===== src/rtl/design1_pkg.sv =====
// Shared types and constants for the DRL accelerator control shell:
// FSM states, config word map and field offsets/widths.
package design1_pkg;

  localparam int RD_BEATS_DEF    = 16;
  localparam int CALC_CYCLES_DEF = 8;

  localparam int NUM_CFG = 4;
  localparam int CFG_DW  = 16;
  localparam int MOVE_W  = 7;
  localparam int WRC_W   = 12;

  localparam logic [1:0] CFG_W0 = 2'd0;
  localparam logic [1:0] CFG_W1 = 2'd1;
  localparam logic [1:0] CFG_W2 = 2'd2;
  localparam logic [1:0] CFG_W3 = 2'd3;

  // word0
  localparam int MODE_LSB  = 14, MODE_W  = 2;
  localparam int POOL_LSB  = 12, POOL_W  = 2;
  localparam int RELU_LSB  = 11;
  localparam int STRD_LSB  = 8,  STRD_W  = 3;
  localparam int PSUM_LSB  = 4,  PSUM_W  = 4;
  // word1
  localparam int ZMOV_LSB  = 9,  ZMOV_W  = 7;
  localparam int YMOV_LSB  = 2,  YMOV_W  = 7;
  // word2
  localparam int IMGB_LSB  = 11, BASE_W  = 5;
  localparam int WGTB_LSB  = 6;
  localparam int XMOV_LSB  = 0,  XMOV_W  = 6;
  // word3
  localparam int WRB_LSB   = 12, WRB_W   = 4;
  localparam int WRC_LSB   = 0;

  typedef enum logic [2:0] {IDLE, RD, CALC, WR, DONE} state_e;

  typedef struct packed {
    logic [MODE_W-1:0] mode;
    logic [POOL_W-1:0] pool;
    logic              relu;
    logic [STRD_W-1:0] stride;
    logic [PSUM_W-1:0] psum_shift;
    logic [BASE_W-1:0] img_base;
    logic [BASE_W-1:0] wgt_base;
    logic [WRB_W-1:0]  wr_base;
  } dp_cfg_t;

  typedef struct packed {
    dp_cfg_t           dp;
    logic [MOVE_W-1:0] xmove;
    logic [MOVE_W-1:0] ymove;
    logic [MOVE_W-1:0] zmove;
    logic [WRC_W-1:0]  wr_count;
  } cfg_fields_t;

  // A move count of zero still runs one pass along that axis.
  function automatic logic [MOVE_W-1:0] move_norm(input logic [MOVE_W-1:0] m);
    return (m == '0) ? MOVE_W'(1) : m;
  endfunction

endpackage


===== src/rtl/design1_if.sv =====
// Host-side bus of the control shell: config writes, job start, DMA read
// handshake, completion pulse and the snapshotted datapath config.
interface design1_if;
  import design1_pkg::*;

  logic [15:0] i_cfg;
  logic [1:0]  i_cfg_addr;
  logic        i_cfg_wr_en;
  logic        i_start;
  logic        i_dma_rd_ready;
  logic        o_finish;
  dp_cfg_t     dp_cfg;

  modport master (
    output i_cfg, i_cfg_addr, i_cfg_wr_en, i_start, i_dma_rd_ready,
    input  o_finish, dp_cfg
  );

  modport slave (
    input  i_cfg, i_cfg_addr, i_cfg_wr_en, i_start, i_dma_rd_ready,
    output o_finish, dp_cfg
  );
endinterface


===== src/rtl/design1_cfg_regs.sv =====
// 4x16 config register file with write decode; unpacks the words into
// named fields for the control FSM and datapath.
module design1_cfg_regs
  import design1_pkg::*;
(
  input  logic        clk,
  input  logic        rst,
  input  logic        wr_en,
  input  logic [1:0]  addr,
  input  logic [15:0] wdata,
  output cfg_fields_t fields
);

  logic [NUM_CFG-1:0][CFG_DW-1:0] cfg_q;

  always_ff @(posedge clk or posedge rst) begin
    if (rst)        cfg_q       <= '0;
    else if (wr_en) cfg_q[addr] <= wdata;
  end

  // Reserved bits are storage only; nothing downstream looks at them.
  always_comb begin
    fields               = '0;
    fields.dp.mode       = cfg_q[CFG_W0][MODE_LSB +: MODE_W];
    fields.dp.pool       = cfg_q[CFG_W0][POOL_LSB +: POOL_W];
    fields.dp.relu       = cfg_q[CFG_W0][RELU_LSB];
    fields.dp.stride     = cfg_q[CFG_W0][STRD_LSB +: STRD_W];
    fields.dp.psum_shift = cfg_q[CFG_W0][PSUM_LSB +: PSUM_W];
    fields.zmove         = cfg_q[CFG_W1][ZMOV_LSB +: ZMOV_W];
    fields.ymove         = cfg_q[CFG_W1][YMOV_LSB +: YMOV_W];
    fields.dp.img_base   = cfg_q[CFG_W2][IMGB_LSB +: BASE_W];
    fields.dp.wgt_base   = cfg_q[CFG_W2][WGTB_LSB +: BASE_W];
    fields.xmove         = MOVE_W'(cfg_q[CFG_W2][XMOV_LSB +: XMOV_W]);
    fields.dp.wr_base    = cfg_q[CFG_W3][WRB_LSB +: WRB_W];
    fields.wr_count      = cfg_q[CFG_W3][WRC_LSB +: WRC_W];
  end

endmodule


===== src/rtl/design1_wrapper.sv =====
// Control shell of the DRL accelerator: tiled RD/CALC loop then write-back.
// Optional CFG_LOCK_EN: config writes are dropped while a job is running.
module design1_wrapper
  import design1_pkg::*;
#(
  parameter int RD_BEATS    = RD_BEATS_DEF,
  parameter int CALC_CYCLES = CALC_CYCLES_DEF
) (
  input logic      i_clk,
  input logic      i_rst,
  design1_if.slave bus
);

  localparam int BW = (RD_BEATS    > 1) ? $clog2(RD_BEATS)    : 1;
  localparam int CW = (CALC_CYCLES > 1) ? $clog2(CALC_CYCLES) : 1;
  localparam logic [BW-1:0] BEAT_LAST = BW'(RD_BEATS - 1);
  localparam logic [CW-1:0] CALC_LAST = CW'(CALC_CYCLES - 1);

  state_e            state;
  cfg_fields_t       cfg;
  dp_cfg_t           dp_q;
  logic              finish_q;
  logic              wr_allow;

  logic [BW-1:0]     beat_cnt;
  logic [CW-1:0]     calc_cnt;
  logic [MOVE_W-1:0] x_cnt, y_cnt, z_cnt;
  logic [MOVE_W-1:0] xm_j, ym_j, zm_j;
  logic [WRC_W-1:0]  wr_cnt, wr_j;
  logic              x_last, y_last, z_last;

`ifdef CFG_LOCK_EN
  assign wr_allow = (state == IDLE);
`else
  assign wr_allow = 1'b1;
`endif

  design1_cfg_regs u_cfg (
    .clk    (i_clk),
    .rst    (i_rst),
    .wr_en  (bus.i_cfg_wr_en & wr_allow),
    .addr   (bus.i_cfg_addr),
    .wdata  (bus.i_cfg),
    .fields (cfg)
  );

  assign x_last = (x_cnt == xm_j - MOVE_W'(1));
  assign y_last = (y_cnt == ym_j - MOVE_W'(1));
  assign z_last = (z_cnt == zm_j - MOVE_W'(1));

  assign bus.o_finish = finish_q;
  assign bus.dp_cfg   = dp_q;

  always_ff @(posedge i_clk or posedge i_rst) begin
    if (i_rst) begin
      state    <= IDLE;
      finish_q <= 1'b0;
      dp_q     <= '0;
      beat_cnt <= '0;
      calc_cnt <= '0;
      x_cnt    <= '0;
      y_cnt    <= '0;
      z_cnt    <= '0;
      xm_j     <= '0;
      ym_j     <= '0;
      zm_j     <= '0;
      wr_cnt   <= '0;
      wr_j     <= '0;
    end else begin
      finish_q <= 1'b0;
      case (state)
        IDLE: begin
          // Snapshot sees the pre-write cfg value on a same-edge write.
          if (bus.i_start) begin
            dp_q     <= cfg.dp;
            xm_j     <= move_norm(cfg.xmove);
            ym_j     <= move_norm(cfg.ymove);
            zm_j     <= move_norm(cfg.zmove);
            wr_j     <= cfg.wr_count;
            x_cnt    <= '0;
            y_cnt    <= '0;
            z_cnt    <= '0;
            beat_cnt <= '0;
            calc_cnt <= '0;
            wr_cnt   <= '0;
            state    <= RD;
          end
        end
        RD: begin
          if (bus.i_dma_rd_ready) begin
            if (beat_cnt == BEAT_LAST) begin
              beat_cnt <= '0;
              state    <= CALC;
            end else begin
              beat_cnt <= beat_cnt + BW'(1);
            end
          end
        end
        CALC: begin
          if (calc_cnt == CALC_LAST) begin
            calc_cnt <= '0;
            if (x_last && y_last && z_last) begin
              wr_cnt <= '0;
              state  <= (wr_j == '0) ? DONE : WR;
            end else begin
              // x innermost, then y, then z
              if (!x_last) begin
                x_cnt <= x_cnt + MOVE_W'(1);
              end else begin
                x_cnt <= '0;
                if (!y_last) begin
                  y_cnt <= y_cnt + MOVE_W'(1);
                end else begin
                  y_cnt <= '0;
                  z_cnt <= z_cnt + MOVE_W'(1);
                end
              end
              state <= RD;
            end
          end else begin
            calc_cnt <= calc_cnt + CW'(1);
          end
        end
        WR: begin
          if (wr_cnt == wr_j - WRC_W'(1)) state  <= DONE;
          else                             wr_cnt <= wr_cnt + WRC_W'(1);
        end
        DONE: begin
          finish_q <= 1'b1;
          state    <= IDLE;
        end
        default: state <= IDLE;
      endcase
    end
  end

endmodule


===== src/flat_wrapper.sv =====
// flat-port wrapper written by rule: the top's interface ports become plain ports
module design1_wrapper_flat import design1_pkg::*;
#(
  parameter int RD_BEATS    = RD_BEATS_DEF,
  parameter int CALC_CYCLES = CALC_CYCLES_DEF
)
  (i_clk, i_rst, bus_i_cfg, bus_i_cfg_addr, bus_i_cfg_wr_en, bus_i_start, bus_i_dma_rd_ready, bus_o_finish, bus_dp_cfg);
  design1_if bus_i ();
  input logic i_clk;
  input logic i_rst;
  input wire logic [$bits(bus_i.i_cfg)-1:0] bus_i_cfg;
  input wire logic [$bits(bus_i.i_cfg_addr)-1:0] bus_i_cfg_addr;
  input wire logic [$bits(bus_i.i_cfg_wr_en)-1:0] bus_i_cfg_wr_en;
  input wire logic [$bits(bus_i.i_start)-1:0] bus_i_start;
  input wire logic [$bits(bus_i.i_dma_rd_ready)-1:0] bus_i_dma_rd_ready;
  output wire logic [$bits(bus_i.o_finish)-1:0] bus_o_finish;
  output wire logic [$bits(bus_i.dp_cfg)-1:0] bus_dp_cfg;
  assign bus_i.i_cfg = bus_i_cfg;
  assign bus_i.i_cfg_addr = bus_i_cfg_addr;
  assign bus_i.i_cfg_wr_en = bus_i_cfg_wr_en;
  assign bus_i.i_start = bus_i_start;
  assign bus_i.i_dma_rd_ready = bus_i_dma_rd_ready;
  assign bus_o_finish = bus_i.o_finish;
  assign bus_dp_cfg = bus_i.dp_cfg;
  design1_wrapper #(.RD_BEATS(RD_BEATS), .CALC_CYCLES(CALC_CYCLES)) u_core (.i_clk(i_clk), .i_rst(i_rst), .bus(bus_i));
endmodule

===== config.mk =====
export PLATFORM = sky130hd
export DESIGN_NAME = design1_wrapper_flat
export DESIGN_NICKNAME = d
export VERILOG_FILES = /design/src/rtl/design1_pkg.sv /design/src/rtl/design1_if.sv /design/src/rtl/design1_cfg_regs.sv /design/src/rtl/design1_wrapper.sv /design/src/flat_wrapper.sv
export SDC_FILE = /design/constraint.sdc
export NUM_CORES = 1
export LEC_CHECK = 0
export ABC_AREA = 0
export ABC_CLOCK_PERIOD_IN_PS = 6600
export CELL_PAD_IN_SITES_DETAIL_PLACEMENT = 0
export CELL_PAD_IN_SITES_GLOBAL_PLACEMENT = 2
export CORE_MARGIN = 1
export CORE_UTILIZATION = 40
export DETAILED_ROUTE_END_ITERATION = 7
export PLACE_DENSITY = 0.82
export SETUP_SLACK_MARGIN = 0.2
export SLEW_MARGIN = 10
export SYNTH_ARGS = -nofsm -noshare
export SYNTH_HDL_FRONTEND = slang
export SYNTH_HIERARCHICAL = 1
export SYNTH_SLANG_ARGS = --single-unit

===== constraint.sdc =====
create_clock -name i_clk -period 6.6 [get_ports i_clk]
set_input_delay 1.32 -clock i_clk [delete_from_list [all_inputs] [get_ports i_clk]]
set_output_delay 1.32 -clock i_clk [all_outputs]
set_load 0.005 [all_outputs]

== Word-level counts from Yosys, hierarchy flattened ==
Index checks and enable logic that the tools add are counted.
Cells by class
  add/subtract/negate cells: 10
  order comparisons: 2
  eq/ne operators: 20
  muxes and demuxes: 42
  reductions and logical operators: 19
Operator list (count)
  $mux 7: 14
  $bwmux 64: 1
  $mux 12: 4
  $pmux 7 s2: 3
  $pmux 12 s3: 1
  $demux 16 s2: 1
  $mux 3: 9
  $add 7x1->7 const B: 3
  $eq 7x7->1: 3
  $logic_not 7->1: 3
  $sub 7x1->7 const B: 3
  $mux 16: 1
  $reduce_and 5->1: 3
  $add 12x1->12 const B: 1
  $eq 12x12->1: 1
  $logic_not 12->1: 1
  $mux 4: 3
  $ne 2x1->1 const B: 6
  $pmux 3 s4: 1
  $sub 12x1->12 const B: 1
  $ne 2x2->1 const B: 4
  $pmux 4 s2: 1
  $eq 3x2->1 const B: 2
  $eq 3x3->1 const B: 2
  17 further kinds: 21
Word-level totals
  register bits after elaboration: 167
  bits of input ports: 23
  word-level logic and storage cells: 117

== Depth between registers and ports, before layout ==
  depth in word-level cells: 7
  depth in mapped cells: 12
  gate-level depth less buffers: 10

== Cells and area by module ==
Netlist, hierarchy kept.
By module, submodules not included
  design1_wrapper: times used 1, cells an instance 657, area an instance 5701.7 sq um
  design1_cfg_regs: times used 1, cells an instance 127, area an instance 2188.3 sq um

== Worst setup path after synthesis ==
No wires, ideal clock.
  kind: register to register
  start point: reg u_core.wr_j[0]
  end point: reg u_core.wr_cnt[11]
  setup time: 0.078 ns
  arrival: 2.881 ns
  required time: 6.522 ns
  slack: 3.641 ns
  cell stages (with the launch flop): 13
  buffers on the path: 2
  period minus slack after synthesis: 2.959 ns
  path through: dfrtp_1 > inv_1 > ha_1 > or4b_1 > buf_6 > xor2_1 > o2bb2ai_1 > a211o_1 > and4_4 > buf_6 > or3_1 > or3_1 > a21oi_1
Between the ends
  longest elaborated chain between the ends: 4
RTL lines
  from (decl): line design1_wrapper.sv:29  | logic [WRC_W-1:0] wr_cnt, wr_j;
  from (signal assigned): line design1_wrapper.sv:79  | wr_j <= cfg.wr_count;
  $sub 12x1->12: line design1_wrapper.sv:125  | if (wr_cnt == wr_j - WRC_W'(1)) state <= DONE;
  $eq 12x12->1: line design1_wrapper.sv:125
  $ne 2x2->1 (no source line)
  $reduce_and 5->1 (no source line)
  to (signal assigned): line design1_wrapper.sv:126  | else wr_cnt <= wr_cnt + WRC_W'(1);
  to (decl): line design1_wrapper.sv:29
No other way between the ends.
A chain may end at the register's enable or synchronous reset.

== Worst setup path in the final report ==
  start point: in bus_i_start
  end point: reg u_core.xm_j[0]
Between the ends
  longest elaborated chain between the ends: 1
RTL lines
  from (decl): line flat_wrapper.sv:14  | input wire logic [$bits(bus_i.i_start)-1:0] bus_i_start;
  $reduce_and 2->1 (no source line)
  to (signal assigned): line design1_wrapper.sv:76  | xm_j <= move_norm(cfg.xmove);
  to (decl): line design1_wrapper.sv:28  | logic [MOVE_W-1:0] xm_j, ym_j, zm_j;
No other way between the ends.

==> results.ini <==
[sta]
slew_viol_final = 0
period_share_pct = 52.79
tns_ns = 0
fmax_mhz = 287.0
skew_ns = 0.01441
setup_viol = 0
tightest_slew_ns = 1.183
hold_viol = 0
slew_headroom_pct = 20.97
min_period_ns = 3.484
rsz0062_at_grt = false

[worst_setup_path]
cp-start-kind = input pin
worstSetupPathType = input pin to register
worstSetupEndpointType = register
worstPathMaxFanout = 48
critical_path_arrival_ns = 3.81
cp.required_ns = 6.93

[global_route]
gr-total-overflow = 0
antenna_found_initial = 0
first_global_vias = 5965
grt_pass1_wl_mm = 30.86
grt_usage_pct = 19.76
grt_max_degree = 70

[routing]
drtAntennaViolNets = 0
routedWlPerCell_um = 16.68
via_per_inst = 5.282
dr.pass1.iters = 4
drtIter0Drc = 328
vias = 5831
routed_wl_mm = 18.42
drc = 0

[place]
dpl.hpwl_mm = 12.74
place_congestion = 0.8211
numPortBuffers = 49

[power_and_ir_drop]
cellPowerDensity_nw_per_um2 = 418.7
p_leak_nw = 4.083
ir_drop_mv = 0.1896

[floorplan]
fp.dieArea_um2 = 20290
io_pins = 50
core-area_um2 = 19400
rows = 51
initial_core_util_pct = 40.67
die_h_um = 142.4
die_x_um = 142.4

[clocking]
clkSinkCount = 161
cts_tree = done
cts_setup_buffers = 0
root_buffer = clkbuf_16
clk_pin_slew_worst_paths_ns = 0.08
insertion_delay_ns = 0.42
ctsHtreeMaxLevel = 4
ctsResizeCount = 0
ctsHoldBuffers = 0
cts_buffer_depth = 2
numCtsBuffers = 17

[synth]
synth_edf_count = 0
synth_most_common_cell = nand2_1
synth_cell_type_count = 73
synth_ff_type = dfrtp_1
synthAdderAreaFrac_pct = 1.744
muxShareOfSynthArea_pct = 8.928
synth_warnings = 6
syn_nets = 818
synthCells = 784
synth-compound-area-share_pct = 9.816
netlist_area_um2 = 7890
yosys.area_share.simple_pct = 20.66
syn_avg_cell_area_um2 = 10.06
async_flop_share_pct = 100.0
ys_ff_latch = 161
synth_area_leader_cell = dfrtp_1
synthTopCellsByArea = dfrtp_1 (51%), nand2_1 (9.1%), mux2_2 (8.4%)
synth-xor-area-share_pct = 4.884
synth_top_family_by_area = simple AND/OR/NAND/NOR gates
seq_area_frac_synth_pct = 51.06
synthTopCellsByCount = nand2_1 (192), dfrtp_1 (161), mux2_2 (59)
synth.top_cell.area_share_pct = 51.06

[min_path]
min_path_type = register to register

[status]
outcome = complete, no violations

[final_layout]
drive_gt1_share_pct = 14.30
diodes = 0
filler_cell_count = 1849
final_util_pct = 47.63
final_nets = 860
area_growth_pct = 17.11

[job]
maxCapViolCount = 0

[metrics by stage]
stage               power, mW  worst slack, ns  area (um^2)  instances  hold slack [ns]
detailed placement      2.862            2.714         8608       1072           0.4506
global placement        2.822            2.755         8608       1072           0.4435
floorplan               2.422            2.576         7890        784           0.4331
finish                  3.869            3.116         9240       1104           0.4685
global route            4.161            2.929         9240       1104           0.4744
CTS                     3.918            3.145         9240       1104           0.4678
[layout by cell type (no fill, tap or decap), drive strengths merged, types with 5 or more instances in the layout]
cell type and n:
or3 11, inv 27, xnor2 30, xor2 14, clkinv 7, nand2 192
clkbuf 17, o31ai 12, nand3 23, nor3 22, or4 8, ha 11
and3 9, nand4 8, nand3b 6, dfrtp 161, a21oi 16, nor2 24
o21ai 45, nor4 5, a21o 8, clkdlybuf4s50 49, mux2 59
[layer usage]
metal	GRT usage [%]	wire length, um
met4	4.641	134
met5	0	0
met1	25.55	8380
met3	4.038	618
met2	33.88	9285
[cells by family (layout without fill, tap and decap cells)]
family | Yosys count | count (layout)
fa+ha+maj | 11 | 11
mux | 63 | 63
flops | 161 | 161
xor+xnor | 44 | 44
compound gates | 116 | 116
buf+inv | 51 | 106
simple gates | 337 | 337
other cells | 1 | 1
[path summary, 6_finish.rpt]
| check | from | endpoint | slack (ns) | cells past startpoint |
|---|---|---|---|---|
| setup / recovery | bus_i_start | u_core/xm_j[0]$_DFFE_PP0P_ | 3.12 | 7 |
| hold / removal | u_core/u_cfg/fields[8]$_DFFE_PP0P_ | u_core/wr_j[8]$_DFFE_PP0P_ | 0.47 | 2 |
| setup reg to reg | u_core/xm_j[0]$_DFFE_PP0P_ | u_core/z_cnt[6]$_DFFE_PP0P_ | 3.21 | 10 |
| hold reg to reg | u_core/u_cfg/fields[8]$_DFFE_PP0P_ | u_core/wr_j[8]$_DFFE_PP0P_ | 0.47 | 2 |
| max in group asynchronous | i_rst | u_core/wr_j[2]$_DFFE_PP0P_ | 4.00 | 3 |
| min in group asynchronous | i_rst | u_core/u_cfg/fields[51]$_DFFE_PP0P_ | 1.51 | 3 |
[registers in the layout (all words and copies together) (netlist names)]
name	flops
u_core/bus.dp_cfg	26
u_core/zm_j	7
u_core/y_cnt	7
u_core/xm_j	7
u_core/z_cnt	7
u_core/wr_cnt	12
u_core/state	3
u_core/calc_cnt	3
u_core/wr_j	12
u_core/beat_cnt	4
u_core/ym_j	7
u_core/u_cfg/fields	58
u_core/bus.o_finish	1
u_core/x_cnt	7
[area by class of cell]
class	count	area, um^2	share of cell area [%]
sequential	161	4029	43.60
multi-input combinational	572	3646	39.46
timing repair buffer	53	520.5	5.633
clock buffer	17	425.4	4.604
tap	265	331.6	3.588
clock inverter	15	206.4	2.234
inverter	21	81.33	0.8802
[report_power, final]
part	switching [mW]	total [mW]	internal [mW]
Combinational	0.700	1.30	0.600
Clock	0.474	1.03	0.554
Sequential	0.278	1.54	1.26
[worst max-delay path, stage by stage]
cell and delay [ns]:
clkdlybuf4s50_1 0.49, mux2i_1 0.09, nand2b_1 0.27, nor2_4 0.91, buf_4 0.45, o21ai_0 0.14, o21ai_0 0.10
(Power assumes the default switching activity.)
